$ cat config.mk
export PLATFORM = sky130hd
export DESIGN_NAME = imm_extend_pipe
export DESIGN_NICKNAME = d
export VERILOG_FILES = /design/src/rtl/imm_extend_pipe.sv
export SDC_FILE = /design/constraint.sdc
export NUM_CORES = 1
export LEC_CHECK = 0
export CAP_MARGIN = 20
export CORE_ASPECT_RATIO = 0.6
export CORE_UTILIZATION = 42
export CTS_CLUSTER_SIZE = 12
export DETAILED_ROUTE_END_ITERATION = 6
export GPL_ROUTABILITY_DRIVEN = 0
export PLACE_DENSITY = 0.84
export SLEW_MARGIN = 30
export SYNTH_ARGS = -nofsm -noshare
export SYNTH_HDL_FRONTEND = slang
export SYNTH_SLANG_ARGS = --single-unit
$ cat constraint.sdc
create_clock -name clk -period 1.2 [get_ports clk]
set_clock_uncertainty 0.1 [all_clocks]
set_input_delay 0.36 -clock clk [delete_from_list [all_inputs] [get_ports clk]]
set_output_delay 0.36 -clock clk [all_outputs]
set_load 0.01 [all_outputs]
$ cat src/rtl/imm_extend_pipe.sv
// imm_extend_pipe
//   Pipelined immediate-extension unit for the decode stage. It selects one of
//   three low-aligned immediate fields and zero- or sign-extends it to DATA_W.
//   The result is registered, so there is one cycle of latency. A valid/ready
//   handshake with a 2-entry skid buffer (main + skid) lets decode and execute
//   stall independently.
//
// Ports
//   clk        in   clock, all state on rising edge
//   rst        in   synchronous active-high reset
//   in_valid   in   upstream request valid
//   in_ready   out  unit can accept a request this cycle
//   imm_src    in   field select: 0=F0, 1=F1, 2=F2, 3=illegal (extends to 0)
//   sign_en    in   1 = sign-extend, 0 = zero-extend
//   imm        in   raw immediate
//   out_valid  out  result valid
//   out_ready  in   downstream accepts result
//   result     out  extended immediate
//
// Optional feature, enabled by defining IMM_EXTEND_ERR_EN:
//   err_illegal out  main entry was accepted with imm_src=3
//   err_count   out  saturating count of illegal entries popped
module imm_extend_pipe #(
    parameter int unsigned DATA_W = 32,
    parameter int unsigned IMM_W  = 24,
    parameter int unsigned F0_W   = 10,
    parameter int unsigned F1_W   = 12,
    parameter int unsigned F2_W   = 20
) (
    input  logic              clk,
    input  logic              rst,
    input  logic              in_valid,
    output logic              in_ready,
    input  logic [1:0]        imm_src,
    input  logic              sign_en,
    input  logic [IMM_W-1:0]  imm,
    output logic              out_valid,
    input  logic              out_ready,
`ifdef IMM_EXTEND_ERR_EN
    output logic              err_illegal,
    output logic [7:0]        err_count,
`endif
    output logic [DATA_W-1:0] result
);

    localparam int unsigned MIN_W = (IMM_W < DATA_W) ? IMM_W : DATA_W;

    if (F0_W < 1 || F0_W > MIN_W) begin : g_bad_f0
        $error("imm_extend_pipe: F0_W out of range");
    end
    if (F1_W < 1 || F1_W > MIN_W) begin : g_bad_f1
        $error("imm_extend_pipe: F1_W out of range");
    end
    if (F2_W < 1 || F2_W > MIN_W) begin : g_bad_f2
        $error("imm_extend_pipe: F2_W out of range");
    end

    // Mask-based extension keeps one function for every field width,
    // including a field that fills all of DATA_W (shift yields mask of all ones).
    function automatic logic [DATA_W-1:0] extend_field(
        input logic [IMM_W-1:0] raw,
        input int unsigned      w,
        input logic             sgn
    );
        logic [DATA_W-1:0] mask;
        logic [DATA_W-1:0] low;
        mask = (DATA_W'(1) << w) - DATA_W'(1);
        low  = DATA_W'(raw) & mask;
        return (sgn && raw[w-1]) ? (low | ~mask) : low;
    endfunction

    logic [DATA_W-1:0] ext;
    logic              ext_ill;
    logic              accept;
    logic              pop;

    logic              main_v;
    logic [DATA_W-1:0] main_data;
    logic              skid_v;
    logic [DATA_W-1:0] skid_data;

    always_comb begin
        ext     = '0;
        ext_ill = 1'b0;
        case (imm_src)
            2'd0:    ext = extend_field(imm, F0_W, sign_en);
            2'd1:    ext = extend_field(imm, F1_W, sign_en);
            2'd2:    ext = extend_field(imm, F2_W, sign_en);
            default: ext_ill = 1'b1;
        endcase
    end

    assign in_ready  = ~skid_v & ~rst;
    assign accept    = in_valid & in_ready;
    assign out_valid = main_v;
    assign pop       = out_valid & out_ready;
    assign result    = main_data;

`ifdef IMM_EXTEND_ERR_EN
    logic main_ill;
    logic skid_ill;
    assign err_illegal = main_v & main_ill;
`endif

    always_ff @(posedge clk) begin
        if (rst) begin
            main_v    <= 1'b0;
            main_data <= '0;
            skid_v    <= 1'b0;
            skid_data <= '0;
`ifdef IMM_EXTEND_ERR_EN
            main_ill  <= 1'b0;
            skid_ill  <= 1'b0;
            err_count <= '0;
`endif
        end else begin
            if (pop || !main_v) begin
                if (skid_v) begin
                    main_data <= skid_data;
                    main_v    <= 1'b1;
                    skid_v    <= 1'b0;
`ifdef IMM_EXTEND_ERR_EN
                    main_ill  <= skid_ill;
`endif
                    if (accept) begin
                        skid_data <= ext;
                        skid_v    <= 1'b1;
`ifdef IMM_EXTEND_ERR_EN
                        skid_ill  <= ext_ill;
`endif
                    end
                end else if (accept) begin
                    main_data <= ext;
                    main_v    <= 1'b1;
`ifdef IMM_EXTEND_ERR_EN
                    main_ill  <= ext_ill;
`endif
                end else begin
                    main_v <= 1'b0;
                end
            end else if (accept) begin
                skid_data <= ext;
                skid_v    <= 1'b1;
`ifdef IMM_EXTEND_ERR_EN
                skid_ill  <= ext_ill;
`endif
            end
`ifdef IMM_EXTEND_ERR_EN
            if (pop && main_ill && (err_count != 8'hFF)) begin
                err_count <= err_count + 8'd1;
            end
`endif
        end
    end

`ifndef IMM_EXTEND_ERR_EN
    // The illegal flag is only consumed by the optional error outputs.
    logic unused_ill;
    assign unused_ill = ext_ill;
`endif

endmodule

Word level (Yosys, flattened, before mapping)
Index checks and enable logic that the tools add are counted.

Logic and storage cells: 35. Output and inout bits: 34. Flip-flop bits (word level): 66. Memory bits (writable): 0. Memories: 0. Input bits: 31. Memory bits (read-only): 0. Latch bits: 0.

Muxes and demuxes: 14. Shifts and indexed selects: 0. Magnitude comparators: 0. Add/subtract/negate cells: 0. Equality and inequality tests: 3. Multiply operators: 0. Reductions and logical operators: 9. Div/mod/pow operators: 0. Bitwise logic cells: 5.

Operators with widths (number): $mux 32 (8); $pmux 32 s3 (1); $mux 1 (5); $reduce_bool 2->1 (2); $and 1x1->1 (3); $logic_and 1x1->1 (3); $eq 2x1->1 const B (1); $eq 2x2->1 const B (1); $logic_not 2->1 (1); $ne 2x2->1 const B (1); $not 1->1 (2); $reduce_and 2->1 (1); $logic_not 1->1 (1); $logic_or 1x1->1 (1).

Depth between registers and ports, before layout
Depth in word-level cells: 6. Mapped depth: 6.

Least setup slack after synthesis
OpenSTA, ideal clock, no wires.

Kind: input port to flip-flop. From: input port rst. To: register skid_data[19]. Cell stages on the path: 6. Slack: -0.135 ns. Setup time: 0.134 ns. Buffers on the path: 2. Arrival: 1.101 ns. Cells stage by stage: buf_6 -> nor2_2 -> nand3_1 -> buf_2 -> nor2_1 -> nor3_2.

Cells in the longest elaborated chain, start to end: 6.

Ends and longest elaborated chain: from (decl) (RTL line 31) `input logic rst,`; $not 1->1 * (RTL line 93) `assign in_ready = ~skid_v & ~rst;`; $and 1x1->1 * (RTL line 93); via in_ready (RTL line 33) `output logic in_ready,`; $and 1x1->1 * (RTL line 94) `assign accept = in_valid & in_ready;`; $mux 32 *; $mux 32; $mux 32 *; to (signal assigned) (RTL line 126) `skid_data <= ext;`; to (signal assigned) (RTL line 142) `skid_data <= ext;`; to (decl) (RTL line 80) `logic [DATA_W-1:0] skid_data;`.

The timed path passes the listed nets; every way through them passes the cells marked *. The select of a mux whose other input is x is not followed. A chain may end at the register's enable or synchronous reset.

Worst setup path in the final report
From: register skid_v. To: register skid_data[1].

Cells in the longest elaborated chain, start to end: 6. Elaborated cells between the ends (all ways): 7.

Ends and longest elaborated chain: from (decl) (RTL line 79) `logic skid_v;`; from (signal assigned) (RTL line 109) `skid_v <= 1'b0;`; from (signal assigned) (RTL line 121) `skid_v <= 1'b0;`; from (signal assigned) (RTL line 127) `skid_v <= 1'b1;`; $not 1->1 (RTL line 93); $and 1x1->1 (RTL line 93); $and 1x1->1 (RTL line 94); $mux 32 (3 in a row).

Several ways; a longest one is shown, not always the timed one. The select of a mux whose other input is x is not followed.

==> summary.txt <==
Clock tree
  • Hold Buf Count CTS: 0
  • CTS tree: yes
  • Worst-path clk slew: 0.09 ns
  • Longest Clk Path Bufs: 2
  • Num Clock Sinks: between 40 and 50
  • Root Driver: clkbuf_8
  • Num CTS Buffers: 5
  • Clock Latency Late Sink: between 0.3 and 0.4 ns
  • H-tree depth: 2

Min path
  • Worst hold path type: reg2reg
  • Worst Hold Launch: skid_data[0]

Place
  • Dpl hpwl: about 4.1 mm
  • Number of port buffers: 60

Global routing
  • Initial antenna violation count: 0
  • All-Layer GR Usage: 24.49%
  • Vias in the first global route: roughly 2.1k
  • Largest net degree at the start of global routing: 28
  • Total gr overflow: 0
  • First-pass GRT wire length: 10.15 mm

Finish
  • Layout cells sized above 1: 45.53%
  • Synth-to-Final Area Change: 57.87%
  • FILL cells: about 330
  • Final net count: around 380
  • Register area: ~910 um2
  • Multi-input logic area: between 1000 and 1500 um2
  • Diode count: 0
  • Commonest non-fill, non-tap cell in the layout: nand2_1
  • Commonest cells after routing, fill and taps aside: nand2_1 (43), buf_6 (33), buf_4 (27), nand3_1 (22), a21oi_1 (22)

Yosys
  • Post-synth design cell area: between 2000 and 2500 um2
  • Syn Nets: 297
  • Top cell type's share of synthesized area: between 40% and 50%
  • Gate Count Post-Synth: ~270
  • Main area contributors after synthesis: dfxtp_1 (41%), nand2_1 (7.7%), o211ai_1 (6.3%)
  • Syn. warnings: 0
  • Dominant cell type by area after synthesis: dfxtp_1
  • Flop and latch count out of synthesis: between 40 and 50
  • Synthesized area per cell: about 8.1 um2
  • Post-synthesis sequential area ratio: between 40% and 50%
  • Netlist cell types: 30

Die
  • I/O Pins: 65
  • Cell Rows: 19
  • Die H: around 57 um
  • Starting density of the core: a little under half
  • Die area: 5427 um2
  • Core area: about 4800 um2
  • Die Wd: 94.44 um

Pwr
  • Int Power: approximately 2400 uW
  • Switching pwr: roughly 970 uW
  • Sw frac: around 30%
  • Part of the power in registers: between 40 and 50%
  • Worst IR drop on VDD: 0.0006584 V
  • Clock power frac: about 28%
  • Tot Pwr: between 3000 and 4000 uW
  • Leak: around 0.0014 uW
  • PD cells: between 900 and 1000 nW/um2
  • Comb power frac: about a quarter

Timing
  • Setup ws final: -0.1877 ns
  • Setup Viol. Count Final: 76
  • Slew Viols, Final: 0
  • Unrepaired setup endpoints after global routing: yes
  • Final hold vios: 0
  • Worst slew pin tran: ~0.38 ns
  • Fmax achieved: a little over 700 MHz
  • Hold WS: roughly 0.36 ns
  • Ratio of final minimum period to clock period: 115.6%
  • Crit path time final: between 1 and 1.5 ns
  • Slew headroom: about three quarters

Detailed routing
  • Vias: 2390
  • Initial DRC count: just over 300
  • Routed length per instance: roughly 18 um
  • DRC viols: 0
  • DR pass1 iterations: 5
  • Vias per cell: between 5 and 6
  • Final antenna-violating net count: 0
  • Post-Route WL: ~7.4 mm

Status
  • Status: finished, violations left
  • Failing checks: setup timing

Setup path
  • CP Max Fanout: 21
  • R2R Setup Slk: -0.19 ns
  • Startpoint Class: register
  • Worst R2R Start: skid_v
  • Critical Path AT: 1.52 ns
  • Critical path required time: around 1.3 ns
  • CP endpoint kind: register
  • CP startpoint: skid_v
  • CP Class: reg2reg

Run
  • Total of max-cap violations: 0
-- sequential cells by signal, summed over array words and instances (netlist names) --
register,cells
out_valid,1
result,21
skid_data,21
skid_v,1
-- synth_stat cells --
| cell | number |
|---|---|
| dfxtp_1 | 44 |
| nand2_1 | 44 |
| nor2_1 | 30 |
| a21oi_1 | 25 |
| nand3_1 | 22 |
| o211ai_1 | 18 |
| buf_4 | 17 |
| nand2b_1 | 12 |
| buf_2 | 8 |
| nor3_1 | 7 |
| a311oi_1 | 6 |
| clkbuf_1 | 5 |
| a311oi_2 | 4 |
| buf_6 | 4 |
| nand3b_1 | 3 |
| nor3_2 | 3 |
| a211oi_1 | 1 |
| a22oi_1 | 1 |
| and3_2 | 1 |
| inv_1 | 1 |
| mux2i_1 | 1 |
| nand4_1 | 1 |
| nand4b_4 | 1 |
| nand4bb_1 | 1 |
| nor2_2 | 1 |
| nor2b_1 | 1 |
| nor2b_2 | 1 |
| o21a_2 | 1 |
| o21ai_0 | 1 |
| o21ai_1 | 1 |
-- critical path: stages (launching register included) --
cell	delay, ns
dfxtp_2	0.35
nor2_4	0.13
buf_6	0.10
and3_4	0.18
buf_12	0.16
nand3_1	0.11
a21oi_1	0.18
-- layer usage --
metal  part of all wire [%]  track usage, %  up-vias
met5                      0               0        -
met4                    2.9           8.132        0
met3                     10           5.467       28
met2                     44           37.89      160
met1                     43           33.91     1125
li1                       -               -     1077
-- area by class of cell --
| class | instances | area share (%) |
|---|---|---|
| Multi-Input combinational cell | 188 | 36.14 |
| Sequential cell | 44 | 26.90 |
| Clock inverter | 1 | 0.1472 |
| Tap cell | 63 | 2.319 |
| Clock buffer | 6 | 2.135 |
| Timing Repair Buffer | 107 | 32.24 |
| Inverter | 1 | 0.1104 |
-- worst paths after layout --
path / end / cells after the start
max: skid_data[1] / 6
max reg2reg: skid_data[1] / 6
min: skid_data[0] / 2
min reg2reg: skid_data[0] / 2
-- timing repair --
action                                  4_1_cts  5_1_grt
pin swaps                                    22       14
endpoints found under the setup margin       76       76
gates cloned                                  2        2
buffers inserted                              6        6
gates resized for setup                     222       26
-- power by group through the flow --
stage               combinational (uW)  sequential, uW  clock (uW)
floorplan                          326            1610           0
global placement                   679            1580           0
detailed placement                 694            1580           0
CTS                                742            1570         910
global route                       882            1580         989
finish                             837            1580         929
-- logic make-up after synthesis --
group / Yosys count / synth area share [%]
simple gates: 128 / 28.82
compound gates: 58 / 18.88
mux: 1 / 0.4649
flops: 44 / 40.91
buf+inv: 35 / 10.92
-- through the flow --
step / setup TNS, ns / setup slack [ns] / area, um2 / utilization, % / instances
after detailed placement: -31.84 / -0.7071 / 2949 / 62.03 / 388
final: -6.590 / -0.1877 / 3400 / 71.50 / 410
after global placement: -29.36 / -0.6054 / 2949 / 62.03 / 388
after CTS: -5.633 / -0.1663 / 3226 / 67.84 / 403
after global routing: -9.407 / -0.2312 / 3400 / 71.50 / 410
after floorplan: -2.926 / -0.07818 / 2195 / - / 266
No activity file was read; power rests on OpenSTA's default activity.
